**config.mk**
```make
export PLATFORM = sky130hd
export DESIGN_NAME = pipe_scheduler
export DESIGN_NICKNAME = d
export VERILOG_FILES = /design/src/rtl/pipe_scheduler.sv
export SDC_FILE = /design/constraint.sdc
export NUM_CORES = 1
export LEC_CHECK = 0
export CORE_MARGIN = 3
export CORE_UTILIZATION = 50
export DETAILED_ROUTE_END_ITERATION = 8
export GPL_TIMING_DRIVEN = 1
export MAX_ROUTING_LAYER = met4
export PLACE_DENSITY = 0.75
export SLEW_MARGIN = 10
export SYNTH_ARGS = -nofsm -noshare
export SYNTH_HDL_FRONTEND = slang
export SYNTH_SLANG_ARGS = --single-unit
```
**constraint.sdc**
```tcl
create_clock -name Clk -period 4.35 [get_ports Clk]
set_input_delay 1.0875 -clock Clk [delete_from_list [all_inputs] [get_ports Clk]]
set_output_delay 1.0875 -clock Clk [all_outputs]
set_load 0.05 [all_outputs]
```
**src/rtl/pipe_scheduler.sv**
```systemverilog
// Pipe obstacle sequencer for Flappy: scrolls two pipes, respawns them with an
// LFSR-derived gap height, tracks which pipe the bird faces and keeps score.
module pipe_scheduler #(
  parameter int SCREEN_W     = 640,
  parameter int PIPE_W       = 80,
  parameter int PIPE_SPACING = 320,
  parameter int SPEED        = 2,
  parameter int BIRD_X       = 100,
  parameter int GAP_MIN      = 40
) (
  input  logic       Clk,
  input  logic       reset,
  input  logic       Tick,
  input  logic       Start,
  input  logic       Ack,
  input  logic       Lose,
  output logic [9:0] X_Edge,
  output logic [9:0] Y_Edge,
  output logic [9:0] X_Edge_Next,
  output logic [9:0] Y_Edge_Next,
  output logic [7:0] Score,
  output logic       Scored,
  output logic       Q_Idle,
  output logic       Q_Run,
  output logic       Q_Over
);

  typedef enum logic [1:0] {
    QIDLE = 2'd0,
    QRUN  = 2'd1,
    QOVER = 2'd2
  } state_t;

  localparam logic [9:0]  X0_INIT  = 10'(SCREEN_W);
  localparam logic [9:0]  X1_INIT  = 10'(SCREEN_W + PIPE_SPACING);
  localparam logic [9:0]  SPC10    = 10'(PIPE_SPACING);
  localparam logic [9:0]  SPD10    = 10'(SPEED);
  localparam logic [9:0]  GAP10    = 10'(GAP_MIN);
  localparam logic [10:0] PW11     = 11'(PIPE_W);
  localparam logic [10:0] BX11     = 11'(BIRD_X);
  localparam logic [15:0] SEED     = 16'hACE1;

  state_t            state_q, state_d;
  logic [1:0][9:0]   px_q, px_d;
  logic [1:0][9:0]   py_q, py_d;
  logic [1:0][9:0]   mv;
  logic [1:0]        resp;
  logic              cur_q, cur_d;
  logic [15:0]       lfsr_q, lfsr_d;
  logic [7:0]        score_q, score_d;
  logic              scored_q, scored_d;
  logic [10:0]       right_edge;

  always_comb begin
    for (int i = 0; i < 2; i++) begin
      resp[i] = (px_q[i] < SPD10);
      mv[i]   = resp[i] ? px_q[i] : (px_q[i] - SPD10);
    end
    // Right edge in 11 bits so a pipe parked near 1023 cannot wrap below BIRD_X.
    right_edge = {1'b0, mv[cur_q]} + PW11;
  end

  always_comb begin
    state_d  = state_q;
    px_d     = px_q;
    py_d     = py_q;
    cur_d    = cur_q;
    score_d  = score_q;
    scored_d = 1'b0;

    lfsr_d = {lfsr_q[14:0], lfsr_q[15] ^ lfsr_q[13] ^ lfsr_q[12] ^ lfsr_q[10]};
    if (lfsr_d == 16'h0000) lfsr_d = SEED;

    case (state_q)
      QIDLE: begin
        if (Start) begin
          state_d = QRUN;
          py_d[0] = GAP10 + {2'b00, lfsr_q[7:0]};
          py_d[1] = GAP10 + {2'b00, lfsr_q[15:8]};
          score_d = 8'd0;
        end
      end
      QRUN: begin
        if (Lose) begin
          state_d = QOVER;
        end else if (Tick) begin
          for (int i = 0; i < 2; i++) begin
            px_d[i] = resp[i] ? (mv[1-i] + SPC10) : mv[i];
            py_d[i] = resp[i] ? (GAP10 + {2'b00, lfsr_q[7:0]}) : py_q[i];
          end
          if (right_edge < BX11) begin
            cur_d    = ~cur_q;
            scored_d = 1'b1;
            if (score_q != 8'hFF) score_d = score_q + 8'd1;
          end
        end
      end
      QOVER: begin
        if (Ack) begin
          state_d = QIDLE;
          px_d    = {X1_INIT, X0_INIT};
          py_d    = {GAP10, GAP10};
          cur_d   = 1'b0;
        end
      end
      default: begin
        state_d = QIDLE;
        px_d    = {X1_INIT, X0_INIT};
        py_d    = {GAP10, GAP10};
        cur_d   = 1'b0;
      end
    endcase
  end

  always_ff @(posedge Clk) begin
    if (reset) begin
      state_q  <= QIDLE;
      px_q     <= {X1_INIT, X0_INIT};
      py_q     <= {GAP10, GAP10};
      cur_q    <= 1'b0;
      lfsr_q   <= SEED;
      score_q  <= 8'd0;
      scored_q <= 1'b0;
    end else begin
      state_q  <= state_d;
      px_q     <= px_d;
      py_q     <= py_d;
      cur_q    <= cur_d;
      lfsr_q   <= lfsr_d;
      score_q  <= score_d;
      scored_q <= scored_d;
    end
  end

  assign X_Edge      = cur_q ? px_q[1] : px_q[0];
  assign Y_Edge      = cur_q ? py_q[1] : py_q[0];
  assign X_Edge_Next = cur_q ? px_q[0] : px_q[1];
  assign Y_Edge_Next = cur_q ? py_q[0] : py_q[1];
  assign Score       = score_q;
  assign Scored      = scored_q;
  assign Q_Idle      = (state_q == QIDLE);
  assign Q_Run       = (state_q == QRUN);
  assign Q_Over      = (state_q == QOVER);

endmodule

```
# --- Word level (Yosys, flattened, before mapping) ---
# Index checks and enable logic that the tools add are counted.
classes:
  reduce_logical: 11
  n_mux: 37
  bitwise: 7
  n_shift: 0
  eq_ne: 12
  addsub: 8
  div: 0
  magnitude_cmp: 4
  n_mul: 0
op_table:
  columns: ["operator", "n"]
  rows:
  - ["20-bit 2-to-1 mux", 7]
  - ["10-bit 2-to-1 mux", 12]
  - ["20-bit one-hot mux with 3 select lines", 2]
  - ["8-bit 2-to-1 mux", 5]
  - ["10-bit by 9-bit adder with 10-bit output, second input constant", 2]
  - ["10-bit by 2-bit < comparator with 1-bit output, second input constant", 2]
  - ["10-bit by 2-bit subtractor with 10-bit output, second input constant", 2]
  - ["6-bit by 8-bit adder with 9-bit output, first input constant", 2]
  - ["16-bit zero test", 1]
  - ["8-bit one-hot mux with 2 select lines", 1]
  - ["5-bit AND reduction", 3]
  - ["10-bit by 7-bit adder with 11-bit output, second input constant", 1]
  - ["11-bit by 7-bit < comparator with 1-bit output, second input constant", 1]
  - ["2-bit != test, second input constant", 5]
  - ["8-bit by 1-bit adder with 8-bit output, second input constant", 1]
  - ["2-bit by 1-bit != test with 1-bit output, second input constant", 4]
  - ["8-bit != test, second input constant", 1]
  - ["2-bit 2-to-1 mux", 3]
  - ["2-bit one-hot mux with 3 select lines", 1]
  - ["6-bit AND reduction", 1]
  - ["1-bit 2-to-1 mux", 5]
  - ["1-bit inverter", 4]
  - ["4-bit AND reduction", 1]
  - ["4-bit OR reduction", 1]
  - ["other kinds (9)", 11]
word_totals:
  mem_bits_rw: 0
  latch_bits: 0
  register_bits: 68
  inputBits: 6
  rom_bits: 0
  memories: 0

# --- Logic depth before layout (Yosys ltp) ---
# Gate-level depths: netlist of run 1.
depth:
  ltp_word: 10
  ltp_mapped: 16

# --- Worst setup path after synthesis of run 1 ---
# OpenSTA, ideal clock, no wires.
synth_timing:
  path_type: "reg-to-reg"
  startpoint: "reg px_q[1] (netlist name)"
  endpoint: "reg score_q[4], in the netlist Score[4]"
  path_buffers: 1
  path_stages_with_launch: 14
  arrival_time_ns: 2.984
  required_time_ns: 4.227
  setup_ns: 0.123
  path_slack_ns: 1.242
  path_cell_list: "dfxtp_1 clkbuf_1 inv_1 ha_1 or4b_1 o21ai_0 nor2_1 a31oi_1 ha_1 o311ai_0 a32oi_1 nor4_4 nand4_1 mux2_1"
synth_via:
  elab_chain_cells: 8
  word_cells_on_any_way: 9
  cone_classes: "2 x add/sub; 2 x order compare; 1 x eq/ne; 3 x mux; 1 x reduce/logical"
synth_rtl:
  columns: ["item", "line", "rtl"]
  rows:
  - ["from (decl)", "44", "logic [1:0][9:0] px_q, px_d;"]
  - ["from (signal assigned)", "118", "px_q <= {X1_INIT, X0_INIT};"]
  - ["from (signal assigned)", "126", "px_q <= px_d;"]
  - ["10-bit by 2-bit subtractor with 10-bit output or 10-bit by 2-bit < comparator with 1-bit output (tied branches)", "57, 56", null]
  - ["10-bit 2-to-1 mux (*)", "57", "mv[i] = resp[i] ? px_q[i] : (px_q[i] - SPD10);"]
  - ["10-bit 2-to-1 mux (implied by the code) (*) (2 in a row)", "60", "right_edge = {1'b0, mv[cur_q]} + PW11;"]
  - ["10-bit by 7-bit adder with 11-bit output (*)", "60", null]
  - ["11-bit by 7-bit < comparator with 1-bit output (*)", "91", "if (right_edge < BX11) begin"]
  - ["2-bit by 1-bit != test with 1-bit output (no line) (*)", null, null]
  - ["6-bit AND reduction (no line) (*)", null, null]
  - ["to (signal assigned)", "130", "score_q <= score_d;"]
  - ["to (decl)", "50", "logic [7:0] score_q, score_d;"]
# Mark *: on every way between the ends. The rest lies on a longest branch, timed or not. The select of a mux whose other input is x is not followed.
# A chain may end at the register's enable or synchronous reset.

# --- Worst setup path after layout of run 1 ---
# Ends and elaborated chain as after synthesis.

==> reports/results.tsv, run 1 <==
metric	value	unit
vias	4117	
clock_path_buffers	2	
critical_path.max_stage_delay	0.69	ns
ys_seq_area_share	30.8	%
route.detailed.drc	0	
hp-start	lfsr_q[8]$_SDFF_PP0_	
slew_viol_final	0	
post-cts-setup-buffer-count	0	
crit_family	simple AND/OR/NAND/NOR gates	
cts_resized	0	
overflow	0	
r2r_start	px_q[1]$_SDFFE_PP0P_	
dieArea	9720	um2
min_period_over_period	89.6	%
regToRegEndpoint	Score[4]$_SDFFE_PP0P_	
grt_start_max_net_pins	55	
synth.cell_area	4290	um2
ys_warn_count	0	
synthToLayoutAreaGrowth	18.0	%
status	completed	
grt_busiest_layer	met2	
dp_hpwl	8160	um
arrival	4.13	ns
max_freq	257	MHz
synth_cell_type_count	64	
first_global_vias	3859	
critPathSlowestCell	nor4_4	
vias_per_cell	6.06	
hold_depth	1	
antenna_found_initial	0	
synthFlopType	dfxtp_1	
synth_edf_count	0	
clock_latency	0.36	ns
slew_headroom	22.1	%
use_met1	32.4	%
place.gp.congestion	0.944	
placed_cells	663	
hold_end	lfsr_q[9]$_SDFF_PP0_	
htree_levels	3	
fill_cells	745	
p_leak	1.93	nW
synth-seq-cells	66	
cts_sinks	66	
final_antenna_net_count	0	
drive_gt1_share	12.5	%
first_pass_iters	6	
skew	0.0144	ns
numPortBuffers	55	
rrSetupSlack	0.45	ns
n_antenna_cell	0	
core	8260	um2
die_h	98.6	um
hold_buffers	0	
async_flop_share	0	%
root_buffer	clkbuf_8	
use_met3	5.38	%
wire_per_inst	16.9	um
critPathKind	register to register	
fin_tns_setup	0	ns
routed_wl	11500	um
cap_violations	0	
cp.required	4.59	ns
drt_iter0_markers	457	
clkTransAtPathRegs	0.08	ns
layout.nets	584	
path_buf_inv	2	
min_period	3.90	ns
cts_buffers	9	
setup_viol	0	
crit_fanout	14	
grt_util_all_layers	24.4	%
final_hold_viol_count	0	
syn_avg_cell_area	8.01	um2
cp-end-kind	register	
tritoncts	built	
rsz0062_at_grt	false	
cp-start-kind	register	
syn_inst	535	
pin_count	58	
worstRegToRegCells	13	
path_cells	inv_1 -> ha_1 -> or4b_1 -> o21ai_0 -> nor2_1 -> a31oi_1 -> ha_1 -> inv_1 -> o311ai_0 -> a32oi_1 -> nor4_4 -> nand4_1 -> mux2_1	
met2_usage	36.7	%
cellPowerDensity	305	nW/um2
fin_cells	679	
tightest_slew	1.17	ns
grt_pass1_wl	18800	um
ir_drop	204	uV
initial_utilization	51.9	%
rows	33	
hp-class	register to register	
die_w	98.6	um
[synth_stat cells (5+ instances only)]
cell,instances,area (um2)
mux2i_1,19,190
o21a_1,6,45.0
nand3_1,7,35.0
a22oi_1,5,37.5
o21ai_0,30,150
nor3_1,19,95.1
xnor2_1,12,105
ha_1,9,113
dfxtp_1,66,1320
nor2_1,67,251
nand2_1,39,146
nor4_1,8,50.1
nand3b_1,6,45.0
or3_1,5,31.3
nor2b_1,9,56.3
buf_1,5,18.8
mux2_2,36,405
xor2_1,5,43.8
clkbuf_1,32,120
nand2b_1,17,106
a211oi_1,9,67.6
a21oi_1,27,135
inv_1,18,67.6
and2_1,7,43.8
and3_1,6,37.5
[layout make-up]
cell class	count	area (um2)	share of cell area (%)
sequential	66	1320	26.1
tap	105	131	2.60
timing repair buffer	63	611	12.1
clock buffer	9	124	2.45
clock inverter	7	76.3	1.51
multi-input combinational	411	2730	53.9
inverter	18	67.6	1.34
[logic make-up (layout without fill, tap and decap cells)]
group           count (synthesis)  after routing  share of synthesized area [%]
buf+inv                        59             97                           5.69
compound gates                116            116                           17.8
mux                            56             56                           14.2
fa+ha+maj                       9              9                           2.63
other cells                     1              2                         0.0875
xor+xnor                       17             17                           3.47
flops                          66             66                           30.8
simple gates                  211            211                           25.4
[metrics by stage]
step	total power, mW	hold WS (ns)	worst slack [ns]	utilization, %	instance area [um2]
6_report	1.54	0.495	0.454	61.3	5060
5_1_grt	1.61	0.513	0.146	61.3	5060
4_1_cts	1.54	0.491	0.501	61.3	5060
3_5_place_dp	1.02	0.479	0.550	58.8	4860
3_3_place_gp	1.02	0.467	0.692	58.8	4860
2_1_floorplan	0.926	0.434	1.24	-	4290
[placed cells by master, fill, tap and decap left out, drive strengths merged, types with 3 or more instances in the layout]
cell type / instances
a211o: 3
a211oi: 9
a21boi: 3
a21oi: 27
a221oi: 3
a22oi: 5
a31oi: 3
a32oi: 3
and2: 7
and3: 6
buf: 8
clkbuf: 9
clkdlybuf4s50: 55
dfxtp: 66
ha: 9
inv: 20
mux2: 37
mux2i: 19
nand2: 39
nand2b: 17
nand3: 8
nand3b: 6
nand4: 5
nor2: 68
nor2b: 9
nor3: 21
nor4: 9
o21a: 6
o21ai: 30
o22ai: 3
or2: 3
or3: 6
or4: 3
xnor2: 12
xor2: 5
[worst max path at each step]
stage,startpoint,end,slack [ns],cells past startpoint
after floorplan,px_q[1]$_SDFFE_PP0P_,Score[4]$_SDFFE_PP0P_,1.24,13
after global placement,px_q[1]$_SDFFE_PP0P_,Score[4]$_SDFFE_PP0P_,0.69,13
after detailed placement,px_q[1]$_SDFFE_PP0P_,Score[4]$_SDFFE_PP0P_,0.55,13
after CTS,px_q[1]$_SDFFE_PP0P_,Score[4]$_SDFFE_PP0P_,0.50,13
after global routing,px_q[1]$_SDFFE_PP0P_,Score[4]$_SDFFE_PP0P_,0.15,13
final,px_q[1]$_SDFFE_PP0P_,Score[4]$_SDFFE_PP0P_,0.45,13
[state kept, by name, indices dropped and copies added (netlist names)]
signal / flops
px_q: 20
py_q: 18
lfsr_q: 16
Score: 8
state_q: 2
Scored: 1
cur_q: 1
[routing by layer]
| layer | share of wire (%) | up-vias |
|---|---|---|
| met5 | 0 | - |
| met4 | 2.3 | 0 |
| met3 | 6.4 | 27 |
| met2 | 46 | 180 |
| met1 | 45 | 1950 |
| li1 | - | 1960 |
[power by group]
part	switching (mW)	total [mW]	internal (mW)
Combinational	0.211	0.341	0.130
Clock	0.262	0.530	0.268
Sequential	0.0357	0.670	0.635
(Power assumes the default switching activity.)
==> run 2, diff against run 1 <==
CORE_MARGIN = 2   (was 3)
==> run 2 against run 1 <==
  * Sequential share of layout area about the same
  * Clock power down 13%
  * Global-route usage is 2.0 points higher
  * First-iteration DRC count rose by 0.66%
  * Core utilization grew 0.11 points
  * Register-to-register slack gained 0.59 ns
  * Sequential power hardly changed
  * Die area down 4.0%
  * Count of clock-buffer cells in the layout grew 2
  * Clock skew decreased by 0.0068 ns
  * Non-clock buffer count increased by 5
  * Critical path type is now register to primary output
==> reports/results.tsv, run 2 (synthesis results as in run 1) <==
metric	value	unit	change
critPathSlowestCell	clkdlybuf4s50_1		
slew_headroom	18.5	%	-3.6 points
rsz0062_at_grt	false		
final_hold_viol_count	0		unchanged
final_area	5070	um2	+0.17%
routed_wl	11800	um	+3.2%
hold_buffers	0		unchanged
cts_buffers	9		unchanged
crit_fanout	17		+3
root_buffer	clkbuf_8		
n_antenna_cell	0		unchanged
cts_resized	0		unchanged
grt_pass1_wl	19700	um	+4.7%
final_antenna_net_count	0		unchanged
initial_utilization	51.9	%	unchanged
critical_path.max_stage_delay	0.83	ns	+0.14 ns
dp_hpwl	8370	um	+2.6%
drt_iter0_markers	460		+0.66%
drive_gt1_share	13.1	%	+0.58 points
p_total	1.48	mW	-3.9%
mostFrequentLayoutCells	67 x nor2_1, 65 x dfxtp_1, 55 x clkdlybuf4s50_1		
first_pass_iters	6		unchanged
p_leak	1.95	nW	+0.85%
fin_cells	684		+0.74%
cap_violations	0		unchanged
post_dp_cell_area	4900	um2	+0.77%
cp-end-kind	primary output		
vias	4161		+1.1%
cp.required	3.26	ns	-1.33 ns
wire_per_inst	17.3	um	+2.5%
cellPowerDensity	292	nW/um2	-4.1%
antenna_found_initial	0		unchanged
synthToLayoutAreaGrowth	18.2	%	
post-route-util	61.4	%	+0.11 points
vias_per_cell	6.08		+0.33%
final_common_cell	nor2_1		
setup_viol	0		unchanged
grt_start_max_net_pins	30		-45%
htree_levels	3		unchanged
clock_path_buffers	2		unchanged
layout.nets	589		+0.86%
largest_register_ffs	20		unchanged
min_period_over_period	85.1	%	-4.4 points
grt_util_all_layers	26.4	%	+2.0 points
first_global_vias	3886		+0.70%
critPathKind	register to primary output		
core	8260	um2	unchanged
status	completed		
skew	0.00759	ns	-0.00680 ns
slew_viol_final	0		unchanged
cp-start-kind	register		
path_cells	nand2b_1 -> inv_1 -> clkdlybuf4s50_1		
fin_tns_setup	0	ns	unchanged
tritoncts	built		
min_period	3.70	ns	-0.192 ns
regMostFlops	px_q		
top_regs	px_q x20, py_q x18, lfsr_q x16		
place.gp.congestion	0.953		+0.93%
arrival	2.62	ns	-1.51 ns
numPortBuffers	55		unchanged
clock_latency	0.34	ns	-0.02 ns
post-cts-setup-buffer-count	0		unchanged
hp-class	register to register		
cts_sinks	66		unchanged
die_w	96.6	um	-2.0%
rows	33		unchanged
pin_count	58		unchanged
dieArea	9330	um2	-4.0%
route.detailed.drc	0		unchanged
ir_drop	176	uV	-14%
clkTransAtPathRegs	0.08	ns	about the same
overflow	0		unchanged
placed_cells	668		+0.75%
die_h	96.6	um	-2.0%
tightest_slew	1.21	ns	+0.0378 ns
max_freq	270	MHz	+5.2%
run 2: cell types whose count changed in the layout (fill, tap and decap cells not counted):
cell | before | now
clkinv_4 | 1 | 0
clkbuf_1 | 0 | 1
clkinv_2 | 1 | 3
bufinv_16 | 1 | 0
clkbuf_8 | 9 | 10
buf_4 | 8 | 13
inv_6 | 2 | 0
run 2: metal layers:
metal / GRT usage (%) / part of all wire, %
met1: 36.2 / 45
met2: 41.0 / 46
met3: 5.49 / 7.3
met4: 5.09 / 1.4
met5: - / 0
run 2: report_power, final:
group / total (mW) / internal [mW] / leakage (nW) / switching, mW
clock network: 0.463 / 0.219 / 0.0851 / 0.244
registers: 0.670 / 0.635 / 0.541 / 0.0354
logic: 0.347 / 0.130 / 1.32 / 0.217
run 2: final timing paths:
path                           start                     to  slack (ns)  cells past startpoint
max          state_q[0]$_SDFFE_PP0P_                  Q_Run        0.65                      3
min             lfsr_q[8]$_SDFF_PP0_   lfsr_q[9]$_SDFF_PP0_        0.50                      1
max reg2reg     px_q[2]$_SDFFE_PP0P_  Score[5]$_SDFFE_PP0P_        1.04                     14
min reg2reg     lfsr_q[8]$_SDFF_PP0_   lfsr_q[9]$_SDFF_PP0_        0.50                      1
run 2: cell type report:
class / count / area (um2)
Tap cell: 105 / 131
Clock buffer: 11 / 141
Multi-Input combinational cell: 411 / 2730
Inverter: 18 / 67.6
Timing Repair Buffer: 68 / 648
Sequential cell: 66 / 1320
Fill cell: 742 / 3190
Clock inverter: 5 / 30.0
run 2: per-stage QoR:
step	setup slack [ns]	hold WS, ns
CTS	0.650	0.493
detailed placement	0.972	0.479
global placement	1.03	0.472
global route	0.541	0.514
finish	0.646	0.496
floorplan	1.24	0.434
run 2: critical path: cells and delay by family (launching register included):
family	cells	cell delay [ns]
buffers and inverters	2	1.05
DFF	1	0.79
and+or+nand+nor	1	0.43
==> run 3, diff against run 2 <==
GPL_TIMING_DRIVEN = 0   (was 1)
PLACE_DENSITY = 0.74   (was 0.75)
==> run 3 against run 2 <==
  * First-iteration DRC count down 43%
  * Via count up 1.7%
  * Largest power group unchanged
  * Cell area up 2.4%
  * Sequential power down 1%
  * Final cell count up 4.1%
  * Die area unchanged
  * Count of clock-buffer cells in the layout unchanged
  * Sequential cell count unchanged
  * Wire length up 4.0%
  * Total power up 6.4%
==> reports/results.tsv, run 3 (synthesis results as in run 1) <==
metric	value	unit	change
vias	4232		+1.7%
hp-start	lfsr_q[8]$_SDFF_PP0_		
wire_per_inst	17.3	um	-0.11%
first_global_vias	4014		+3.3%
min_period	4.09	ns	+0.388 ns
fin_cells	712		+4.1%
crit_fanout	10		-7
drt_iter0_markers	261		-43%
final_hold_viol_count	0		unchanged
status	completed		
crit_family	buffers and inverters		
p_comb_share	22.8	%	-0.7 points
final_common_cell	nor2_1		
htree_levels	3		unchanged
place.gp.congestion	0.954		+0.12%
core	8260	um2	unchanged
max_freq	244	MHz	-9.5%
cp-start-kind	register		
placed_cells	696		+4.2%
first_pass_iters	6		unchanged
fill_cells	738		-0.54%
regMostFlops	px_q		
critPathSlowestCell	clkdlybuf4s50_1		
path_buf_inv	4		+2
rows	33		unchanged
initial_utilization	51.9	%	unchanged
routed_wl	12300	um	+4.0%
worstRegToRegCells	15		+1
overflow	0		unchanged
p_total	1.58	mW	+6.4%
pin_count	58		unchanged
setup_viol	0		unchanged
drive_gt1_share	11.4	%	-1.8 points
min_period_over_period	94.1	%	+8.9 points
final_antenna_net_count	0		unchanged
clock_latency	0.35	ns	about the same
grt_pass1_wl	20300	um	+3.4%
n_antenna_cell	0		unchanged
numPortBuffers	55		unchanged
cellPowerDensity	304	nW/um2	+3.9%
slew_headroom	34.0	%	+15 points
antenna_found_initial	0		unchanged
hold_end	lfsr_q[9]$_SDFF_PP0_		
cts_sinks	66		unchanged
ir_drop	211	uV	+20%
dp_hpwl	9060	um	+8.2%
arrival	3.00	ns	+0.38 ns
clkPwrFrac	35.2	%	+3.9 points
rrSetupSlack	0.55	ns	-0.49 ns
grt_util_all_layers	27.2	%	+0.70 points
vias_per_cell	5.94		-2.3%
p_switching	511	uW	+3.0%
die_w	96.6	um	unchanged
hp-class	register to register		
synthToLayoutAreaGrowth	21.0	%	
fin_tns_setup	0	ns	unchanged
slew_viol_final	0		unchanged
top_regs	px_q x20, py_q x18, lfsr_q x16		
r2r_start	px_q[1]$_SDFFE_PP0P_		
tightest_slew	0.978	ns	-0.229 ns
clkTransAtPathRegs	0.08	ns	about the same
root_buffer	clkbuf_8		
hold_depth	1		unchanged
final_area	5190	um2	+2.4%
seqPwrFrac	42.0	%	-3.3 points
mostFrequentLayoutCells	67 x nor2_1, 66 x dfxtp_1, 55 x clkdlybuf4s50_1		
regToRegEndpoint	cur_q$_SDFFE_PP0P_		
cap_violations	0		unchanged
p_leak	1.98	nW	+1.4%
pre_cts_ws	0.288	ns	-0.684 ns
cp-end-kind	primary output		
skew	0.0158	ns	+0.00817 ns
rsz0062_at_grt	false		
hold_slack	0.489	ns	-0.00644 ns
dieArea	9330	um2	unchanged
post-route-util	62.8	%	+1.5 points
fin_ws	0.258	ns	-0.388 ns
critical_path.max_stage_delay	0.70	ns	-0.13 ns
largest_register_ffs	20		unchanged
path_cells	clkbuf_1 -> clkbuf_2 -> buf_1 -> mux2_2 -> clkdlybuf4s50_1		
critPathKind	register to primary output		
cts_buffers	9		unchanged
grt_start_max_net_pins	13		-57%
tritoncts	built		
clock_path_buffers	2		unchanged
route.detailed.drc	0		unchanged
layout.nets	617		+4.8%
switching_share	32.5	%	-1.1 points
p_int	1.06	mW	+8.0%
post_dp_cell_area	4970	um2	+1.6%
cp.required	3.26	ns	about the same
die_h	96.6	um	unchanged
==> run 3: cell count changes in the layout (fill, tap and decap cells not counted), sizes merged <==
cell      delta
clkinv       -1
bufinv       +1
inv          +1
buf          -5
clkinvlp     -1
clkbuf      +33
==> run 3: metal layers <==
| metal | wire, um | share of wire [%] | global-route usage [%] | vias up |
|---|---|---|---|---|
| met2 | 5590 | 45 | 41.3 | 185 |
| met3 | 960 | 7.8 | 4.99 | 22 |
| met1 | 5580 | 45 | 37.1 | 1993 |
| met5 | 0 | 0 | - | - |
| li1 | - | - | - | 2032 |
| met4 | 179 | 1.5 | 7.69 | 0 |
==> run 3: layout make-up <==
cell class	instances	area (um2)	area share, %
Buffer	41	179	3.45
Clock buffer	11	151	2.92
Clock inverter	5	60.1	1.16
Timing Repair Buffer	55	551	10.6
Inverter	18	67.6	1.30
Sequential cell	66	1320	25.5
Multi-Input combinational cell	411	2730	52.6
Tap cell	105	131	2.53
==> run 3: power groups by stage <==
stage	Sequential (mW)	Clock [mW]	Combinational (mW)
6_report	0.661	0.555	0.359
3_3_place_gp	0.673	0	0.350
3_5_place_dp	0.675	0	0.353
5_1_grt	0.665	0.590	0.387
2_1_floorplan	0.666	0	0.261
4_1_cts	0.661	0.557	0.356
==> run 3: how the worst max path moves through the flow <==
stage	depth (start not counted)	slack, ns	endpoint	startpoint
6_report	5	0.26	Y_Edge_Next[5]	cur_q$_SDFFE_PP0P_
2_1_floorplan	13	1.24	Score[4]$_SDFFE_PP0P_	px_q[1]$_SDFFE_PP0P_
5_1_grt	5	0.12	Y_Edge_Next[4]	cur_q$_SDFFE_PP0P_
3_3_place_gp	5	0.32	Y_Edge[7]	cur_q$_SDFFE_PP0P_
3_5_place_dp	5	0.29	Y_Edge[7]	cur_q$_SDFFE_PP0P_
4_1_cts	5	0.03	Y_Edge_Next[5]	cur_q$_SDFFE_PP0P_
==> run 3: what timing repair did <==
item	in CTS	in global routing
hold buffers	0	0
setup endpoints to repair	10	8
gates cloned	0	0
setup buffers	0	0
resized for setup	1	1
